$ cat config.mk
export PLATFORM = sky130hd
export DESIGN_NAME = seq_uart_tx
export DESIGN_NICKNAME = d
export VERILOG_FILES = /design/src/rtl/seq_uart_tx_pkg.sv /design/src/rtl/seq_uart_baud.sv /design/src/rtl/seq_uart_tx.sv
export SDC_FILE = /design/constraint.sdc
export NUM_CORES = 1
export LEC_CHECK = 0
export ABC_AREA = 1
export CORE_MARGIN = 5
export CORE_UTILIZATION = 53
export CTS_BUF_LIST = sky130_fd_sc_hd__clkbuf_8
export DETAILED_ROUTE_END_ITERATION = 12
export PLACE_DENSITY = 0.89
export SYNTH_ARGS = -nofsm -noshare
export SYNTH_HDL_FRONTEND = slang
export SYNTH_HIERARCHICAL = 1
export SYNTH_SLANG_ARGS = --single-unit
$ cat constraint.sdc
create_clock -name clk -period 1.84 [get_ports clk]
set_input_delay 0.368 -clock clk [delete_from_list [all_inputs] [get_ports clk]]
set_output_delay 0.368 -clock clk [all_outputs]
set_load 0.005 [all_outputs]
$ cat src/rtl/seq_uart_tx_pkg.sv
// Shared constants and FSM state encoding for the sequencer UART transmitter.
package seq_uart_tx_pkg;

  // Default bit period: 100 MHz system clock at 115200 baud.
  localparam int unsigned DEFAULT_CLKS_PER_BIT = 868;

  // Sequencer datapath width, reused as the UART payload width.
  localparam int unsigned SEQ_DP_WIDTH = 8;

  // Transmitter frame phases.
  typedef enum logic [2:0] {
    ST_IDLE   = 3'd0,
    ST_START  = 3'd1,
    ST_DATA   = 3'd2,
    ST_PARITY = 3'd3,
    ST_STOP   = 3'd4
  } tx_state_e;

endpackage

$ cat src/rtl/seq_uart_baud.sv
// Baud-period counter: counts 0..CLKS_PER_BIT-1 while enabled, pulses tick_o
// on the last cycle of each bit period, and restarts from zero on clr_i.
module seq_uart_baud
  import seq_uart_tx_pkg::*;
#(
  parameter int unsigned CLKS_PER_BIT = DEFAULT_CLKS_PER_BIT
) (
  input  logic clk,
  input  logic rst,
  input  logic clr_i,
  input  logic en_i,
  output logic tick_o
);

  localparam int unsigned CNT_W = (CLKS_PER_BIT > 1) ? $clog2(CLKS_PER_BIT) : 1;
  localparam logic [CNT_W-1:0] CNT_MAX = CNT_W'(CLKS_PER_BIT - 1);

  logic [CNT_W-1:0] cnt_q, cnt_d;

  assign tick_o = en_i && (cnt_q == CNT_MAX);

  // Next count: clear wins, wrap at the end of a bit, park at zero when idle.
  always_comb begin
    cnt_d = cnt_q;
    if (clr_i) begin
      cnt_d = '0;
    end else if (en_i) begin
      cnt_d = (cnt_q == CNT_MAX) ? '0 : cnt_q + CNT_W'(1);
    end else begin
      cnt_d = '0;
    end
  end

  // Counter register.
  always_ff @(posedge clk or negedge rst) begin
    if (!rst) cnt_q <= '0;
    else      cnt_q <= cnt_d;
  end

endmodule

$ cat src/rtl/seq_uart_tx.sv
// Sequencer UART transmitter: accepts one word per valid/busy handshake and
// shifts it out LSB-first on an idle-high line (8N1, or 8E1 when the macro
// SEQ_UART_TX_PARITY_EN is defined).
//
// Handshake: a word is accepted on a rising edge where i_tx_valid=1 and
// o_tx_busy=0. o_tx_busy is a register and never depends on i_tx_valid in
// the same cycle; requests while busy are dropped, not queued.
module seq_uart_tx
  import seq_uart_tx_pkg::*;
#(
  parameter int unsigned CLKS_PER_BIT = DEFAULT_CLKS_PER_BIT,
  parameter int unsigned DATA_WIDTH   = SEQ_DP_WIDTH
) (
  input  logic                  clk,
  input  logic                  rst,
  input  logic [DATA_WIDTH-1:0] i_tx_data,
  input  logic                  i_tx_valid,
  output logic                  o_tx_busy,
  output logic                  o_txd,
  output logic [2:0]            o_dbg_state
);

  localparam int unsigned BCNT_W = $clog2(DATA_WIDTH) + 1;
  localparam logic [BCNT_W-1:0] BCNT_LAST = BCNT_W'(DATA_WIDTH - 1);

  tx_state_e             state_q, state_d;
  logic [DATA_WIDTH-1:0] shift_q, shift_d;
  logic [DATA_WIDTH-1:0] shift_nxt;
  logic [BCNT_W-1:0]     bit_q, bit_d;
  logic                  txd_q, txd_d;
  logic                  busy_q, busy_d;
  logic                  accept;
  logic                  tick;
`ifdef SEQ_UART_TX_PARITY_EN
  logic [DATA_WIDTH-1:0] data_q, data_d;
`endif

  assign accept      = i_tx_valid && !busy_q;
  assign shift_nxt   = shift_q >> 1;
  assign o_tx_busy   = busy_q;
  assign o_txd       = txd_q;
  assign o_dbg_state = state_q;

  seq_uart_baud #(
    .CLKS_PER_BIT(CLKS_PER_BIT)
  ) u_baud (
    .clk   (clk),
    .rst   (rst),
    .clr_i (accept),
    .en_i  (busy_q),
    .tick_o(tick)
  );

  // Frame sequencing; line level and busy are computed for the next state so
  // both registers change on the same edge as the state.
  always_comb begin
    state_d = state_q;
    shift_d = shift_q;
    bit_d   = bit_q;
    txd_d   = txd_q;
`ifdef SEQ_UART_TX_PARITY_EN
    data_d  = data_q;
`endif
    unique case (state_q)
      ST_IDLE: begin
        txd_d = 1'b1;
        if (accept) begin
          shift_d = i_tx_data;
`ifdef SEQ_UART_TX_PARITY_EN
          data_d  = i_tx_data;
`endif
          bit_d   = '0;
          txd_d   = 1'b0;
          state_d = ST_START;
        end
      end
      ST_START: begin
        if (tick) begin
          txd_d   = shift_q[0];
          bit_d   = '0;
          state_d = ST_DATA;
        end
      end
      ST_DATA: begin
        if (tick) begin
          if (bit_q == BCNT_LAST) begin
`ifdef SEQ_UART_TX_PARITY_EN
            txd_d   = ^data_q;
            state_d = ST_PARITY;
`else
            txd_d   = 1'b1;
            state_d = ST_STOP;
`endif
          end else begin
            shift_d = shift_nxt;
            txd_d   = shift_nxt[0];
            bit_d   = bit_q + BCNT_W'(1);
          end
        end
      end
      ST_PARITY: begin
        if (tick) begin
          txd_d   = 1'b1;
          state_d = ST_STOP;
        end
      end
      ST_STOP: begin
        if (tick) begin
          txd_d   = 1'b1;
          state_d = ST_IDLE;
        end
      end
      default: begin
        txd_d   = 1'b1;
        state_d = ST_IDLE;
      end
    endcase
    busy_d = (state_d != ST_IDLE);
  end

  // State, datapath and registered outputs; reset forces the line high at once.
  always_ff @(posedge clk or negedge rst) begin
    if (!rst) begin
      state_q <= ST_IDLE;
      shift_q <= '0;
      bit_q   <= '0;
      txd_q   <= 1'b1;
      busy_q  <= 1'b0;
    end else begin
      state_q <= state_d;
      shift_q <= shift_d;
      bit_q   <= bit_d;
      txd_q   <= txd_d;
      busy_q  <= busy_d;
    end
  end

`ifdef SEQ_UART_TX_PARITY_EN
  // Latched copy of the accepted word, source of the parity bit.
  always_ff @(posedge clk or negedge rst) begin
    if (!rst) data_q <= '0;
    else      data_q <= data_d;
  end
`endif

endmodule

**After elaboration in Yosys (flattened, before gate mapping)**

Index checks and enable logic that the tools add are counted.

- Memory bits (read-only): 0
- Flip-flop bits (word level): 27
- Memories kept: 0
- Bits in writable memories: 0
- Latch bits: 0
- Logic and storage cells: 55
- Input bits: 11

- Eq/ne operators: 11
- Shift-type cells: 0
- Order comparisons: 0
- $mul: 0
- Add/subtract/negate cells: 2
- Multiplexer cells: 25
- Divide/modulo/power cells: 0
- Reduce and logical (&&, ||, !) cells: 11
- Bitwise operators: 0

Operators with widths:

| cell | number |
|---|---|
| $mux 10 | 3 |
| $mux 8 | 3 |
| $mux 3 | 6 |
| $mux 4 | 4 |
| $pmux 8 s2 | 1 |
| $pmux 3 s5 | 1 |
| $pmux 4 s3 | 1 |
| $add 10x1->10 const B | 1 |
| $eq 10x10->1 const B | 1 |
| $ne 2x2->1 const B | 4 |
| $eq 3x2->1 const B | 2 |
| $reduce_bool 3->1 | 2 |
| $mux 1 | 5 |
| $reduce_and 5->1 | 1 |
| $add 4x1->4 const B | 1 |
| $eq 4x3->1 const B | 1 |
| $pmux 1 s4 | 1 |
| $reduce_and 4->1 | 1 |
| $eq 3x1->1 const B | 1 |
| $eq 3x3->1 const B | 1 |
| $logic_not 3->1 | 1 |
| $reduce_and 3->1 | 1 |
| $logic_and 1x1->1 | 2 |
| $ne 2x1->1 const B | 1 |
| 3 further kinds | 3 |

**Depth between registers and ports, before layout**

- Word-level depth: 5
- Depth in mapped cells: 12
- Mapped depth without buffers: 12

**By module**

Netlist, hierarchy kept.

Modules (own cells, without submodules):

| module | cells each | area an instance (µm²) | seq. area each (µm²) | instances |
|---|---|---|---|---|
| seq_uart_tx | 148 | 1061.0 | 426.7 | 1 |
| seq_uart_baud | 69 | 536.8 | 250.2 | 1 |

**Worst setup path before layout**

Ideal clock, no wire load.

- Path type: reg-to-reg
- Start: reg u_baud.cnt_q[0]
- End: reg bit_q[0]
- Data required time: 1774 ps
- Cell stages (with the launch flop): 12
- Setup slack: 74 ps
- Arrival time: 1701 ps
- Path through: dfrtp_1 > ha_1 > nand2_1 > nor2_1 > nand3_1 > nor2_1 > inv_1 > nand3_2 > nand2_2 > nor2_1 > nand3_1 > nand2_1

- Word-level cells in the longest chain between the ends: 4
- Elaborated cells on any way between the ends: 5
- Those cells by class: 3 x eq/ne; 2 x reduce/logical

RTL lines:

| what | line | source |
|---|---|---|
| from (decl) | seq_uart_baud.sv:18 | `logic [CNT_W-1:0] cnt_q, cnt_d;` |
| from (signal assigned) | seq_uart_baud.sv:37 | `else cnt_q <= cnt_d;` |
| $eq 10x10->1 (*) | seq_uart_baud.sv:20 | `assign tick_o = en_i && (cnt_q == CNT_MAX);` |
| $logic_and 1x1->1 (*) | seq_uart_baud.sv:20 |  |
| net tick | seq_uart_tx.sv:33 | `logic tick;` |
| $ne 2x2->1 (no source line) | -- |  |
| $reduce_and 5->1 (no source line) (*) | -- |  |
| to (signal assigned) | seq_uart_tx.sv:132 | `bit_q <= bit_d;` |
| to (decl) | seq_uart_tx.sv:29 | `logic [BCNT_W-1:0] bit_q, bit_d;` |

Mark *: on every way through the listed nets, which the timed path passes. The rest lies on a longest branch.
A chain may end at the register's enable or synchronous reset.

**Final worst setup path**

Same ends and word-level chain as after synthesis.

==> metrics.txt <==
status finished, final reports clean; Critical Path Max Stage Delay 0.39 ns; First-pass DRT Iterations 4; Design Power between 0.9 and 1 mW; Initial Util between 50% and 60%; YS warnings 6; # diodes 0; critical path's most frequent cell nand2_1; clk_skew roughly 0.0054 ns; first-pass GRT wire length 5850 um; Synth cell types 25; PD cells 522 mW/mm^2; max cap viols 0; Crit. End Element register; Compound-Gate Fraction of Synth Area 4.93%; CTS Buffer Depth 2; worst vdd rail ir drop 0.348 mV; final setup vio count 0; Final period util between 90% and 100%; mux cell area share after synthesis 0%; Reg clk slew, reported paths 0.10 ns; Synth Area in Adders 1.57%; Die Ht 64.9 um; worst hold-check path type in -> async; Worst Path Required just over 2 ns; dpl hpwl between 2000 and 2500 um; cell leakage power 1.04 nW; drt total wl between 3000 and 4000 um; Synth area leader dfrtp_1; Routed Antenna Nets 0; max-slew violations 0; Synth area leaders dfrtp_1, nand2_1, nand3_1, nor2_1, inv_1; port bufs 15; pin count of the biggest net entering global routing 28; Starting DRT DRC Count 112; vias per cell 5.37; share of layout cells above drive strength 1 14.7%; Num CTS Buffers 3; min cycle time layout 1.79 ns; Vias 1,455; CP Launch Type register; post-synthesis sequential area ratio 42.4%; crit-path max FO 5; H-Tree Depth 1; CTS tree yes; cell with the most instances after synthesis nand2_1; die width approximately 65 um; GP Congestion 0.882; CP cell instances ha_2 > nand2_1 > nor2_2 > nand3_2 > nor2_4 > buf_4 > nor2_1 > nor2_1 > nand3_2 > nand2_1 > nand2_1; initial antenna violation count 0; family with the most delay on the worst path simple AND/OR/NAND/NOR gates; pin slew with the least headroom to its limit 0.348 ns; Post-layout nets 252; Max stage delay cell, worst path dfrtp_1; flop2flop setup slack approximately 0.046 ns; Synth Area in XOR/XNOR 1.10%; top-area cell type share of the netlist area between 40 and 50%; FMAX 557 MHz; post-synthesis register bit count 27; final instance area 0.00188 mm^2; Total GRT Usage between 10% and 20%; Post-Synth Simple-Gate Area 43.7%; Arr. time, crit path around 2.0 ns; RSZ-0062 raised after global routing true; most frequent cells after synthesis nand2_1, nor2_1, dfrtp_1; largest family of logic cells by synthesized area simple AND/OR/NAND/NOR gates; IO Count 16; Fillers 260; Post-DP Area 0.00180 mm^2; residual DRC count 0; Avg WL per Cell 12.5 um; post-synthesis average cell area 7.36 um^2; relative slew slack 76.8%; pre-CTS WS 0.0465 ns; Buffers & Inverters on Critical Path 1; row cnt 20; top_reg_cell synth dfrtp_1; Final WS setup 0.0457 ns; CTS Root Cell clkbuf_8; Hold Vio Cnt, Final 0; clock sink count 27; vias in the first global route 1,379; die area 0.00421 mm^2; Cell Count Post-Placement around 270; CORE AREA 0.00298 mm^2; final non-filler cell total ~270; number of enable flip-flop cells after synthesis 0; Post-Syn Instances 217; area added between synthesis and finish 17.9%; Cell Area, Synth between 0.0015 and 0.002 mm^2; ys async rst share 100%; gr ovfl total 0; CP Class reg -> reg; clk_lat worst skew 0.28 ns; Synthesized Nets 230
-- cells by family (layout without fill, tap and decap cells) --
family | count (synthesis) | count (layout)
AO/OA/AOI/OAI | 12 | 12
buffers and inverters | 25 | 46
flip-flops | 27 | 27
adder cells (fa/ha/maj) | 2 | 2
AND/OR/NAND/NOR | 149 | 149
XOR/XNOR | 2 | 2
-- stage by stage --
step	setup TNS (ns)	util [%]	hold slack, ns
CTS	0	61.9	0.468
detailed placement	0	60.3	0.458
finish	0	63.2	0.451
global placement	0	60.3	0.443
global route	-0.643	63.2	0.490
floorplan	0	-	0.0724
-- cell type report --
type                       instances  area, um^2  share of cell area [%]
multi-input combinational        165         852                    45.2
clock inverter                     1        5.00                   0.266
timing repair buffer              19         180                    9.57
clock buffer                       3        41.3                    2.19
tap                               33        41.3                    2.19
inverter                          23        86.3                    4.58
sequential                        27         677                    35.9
-- power breakdown --
part           internal [mW]  switching, mW
Combinational         0.0230         0.0178
Clock                  0.152          0.197
Sequential             0.593              0
Total                  0.768          0.215
-- state kept, by name, summed over array words and instances (netlist names) --
name / count
o_txd: 1
bit_q: 4
u_baud/cnt_q: 10
o_tx_busy: 1
o_dbg_state: 3
shift_q: 8
-- routing by layer --
layer	up-vias	routed length [um]	track usage (%)
li1	728	-	-
met3	7	112	2.77
met5	-	0	0
met4	0	76	7.65
met2	27	1760	30.8
met1	693	1450	21.2
-- cells in the final DEF, fill, tap and decap left out, types with 4 or more instances in the layout --
master / count
nand3_1: 20
inv_1: 20
dfrtp_1: 26
nand2_2: 4
nor2_1: 25
nor2_2: 5
nand4_1: 8
nand2_1: 75
clkdlybuf4s50_1: 15
a21oi_1: 5
buf_4: 4
-- worst register-to-register path: cells and delay by family (launching register included) --
kind,cells,cell delay [ns]
simple gates,9,0.95
flops,1,0.39
fa+ha+maj,1,0.20
buf+inv,1,0.14
-- final timing paths --
path,start,end,cells past startpoint
worst max-delay path,u_baud/cnt_q[0],bit_q[0],11
worst max register to register,u_baud/cnt_q[0],bit_q[0],11
max in group asynchronous,rst,o_txd,2
worst min register to register,u_baud/cnt_q[0],u_baud/cnt_q[0],1
worst min-delay path,rst,u_baud/cnt_q[3],2
min in group clk,u_baud/cnt_q[0],u_baud/cnt_q[0],1
-- timing repair --
action | CTS | global route
setup endpoints to repair | 0 | 12
hold buffers | 0 | 0
gates resized for setup | 0 | 10
setup buffers | 0 | 1
No activity file was read; power rests on OpenSTA's default activity.
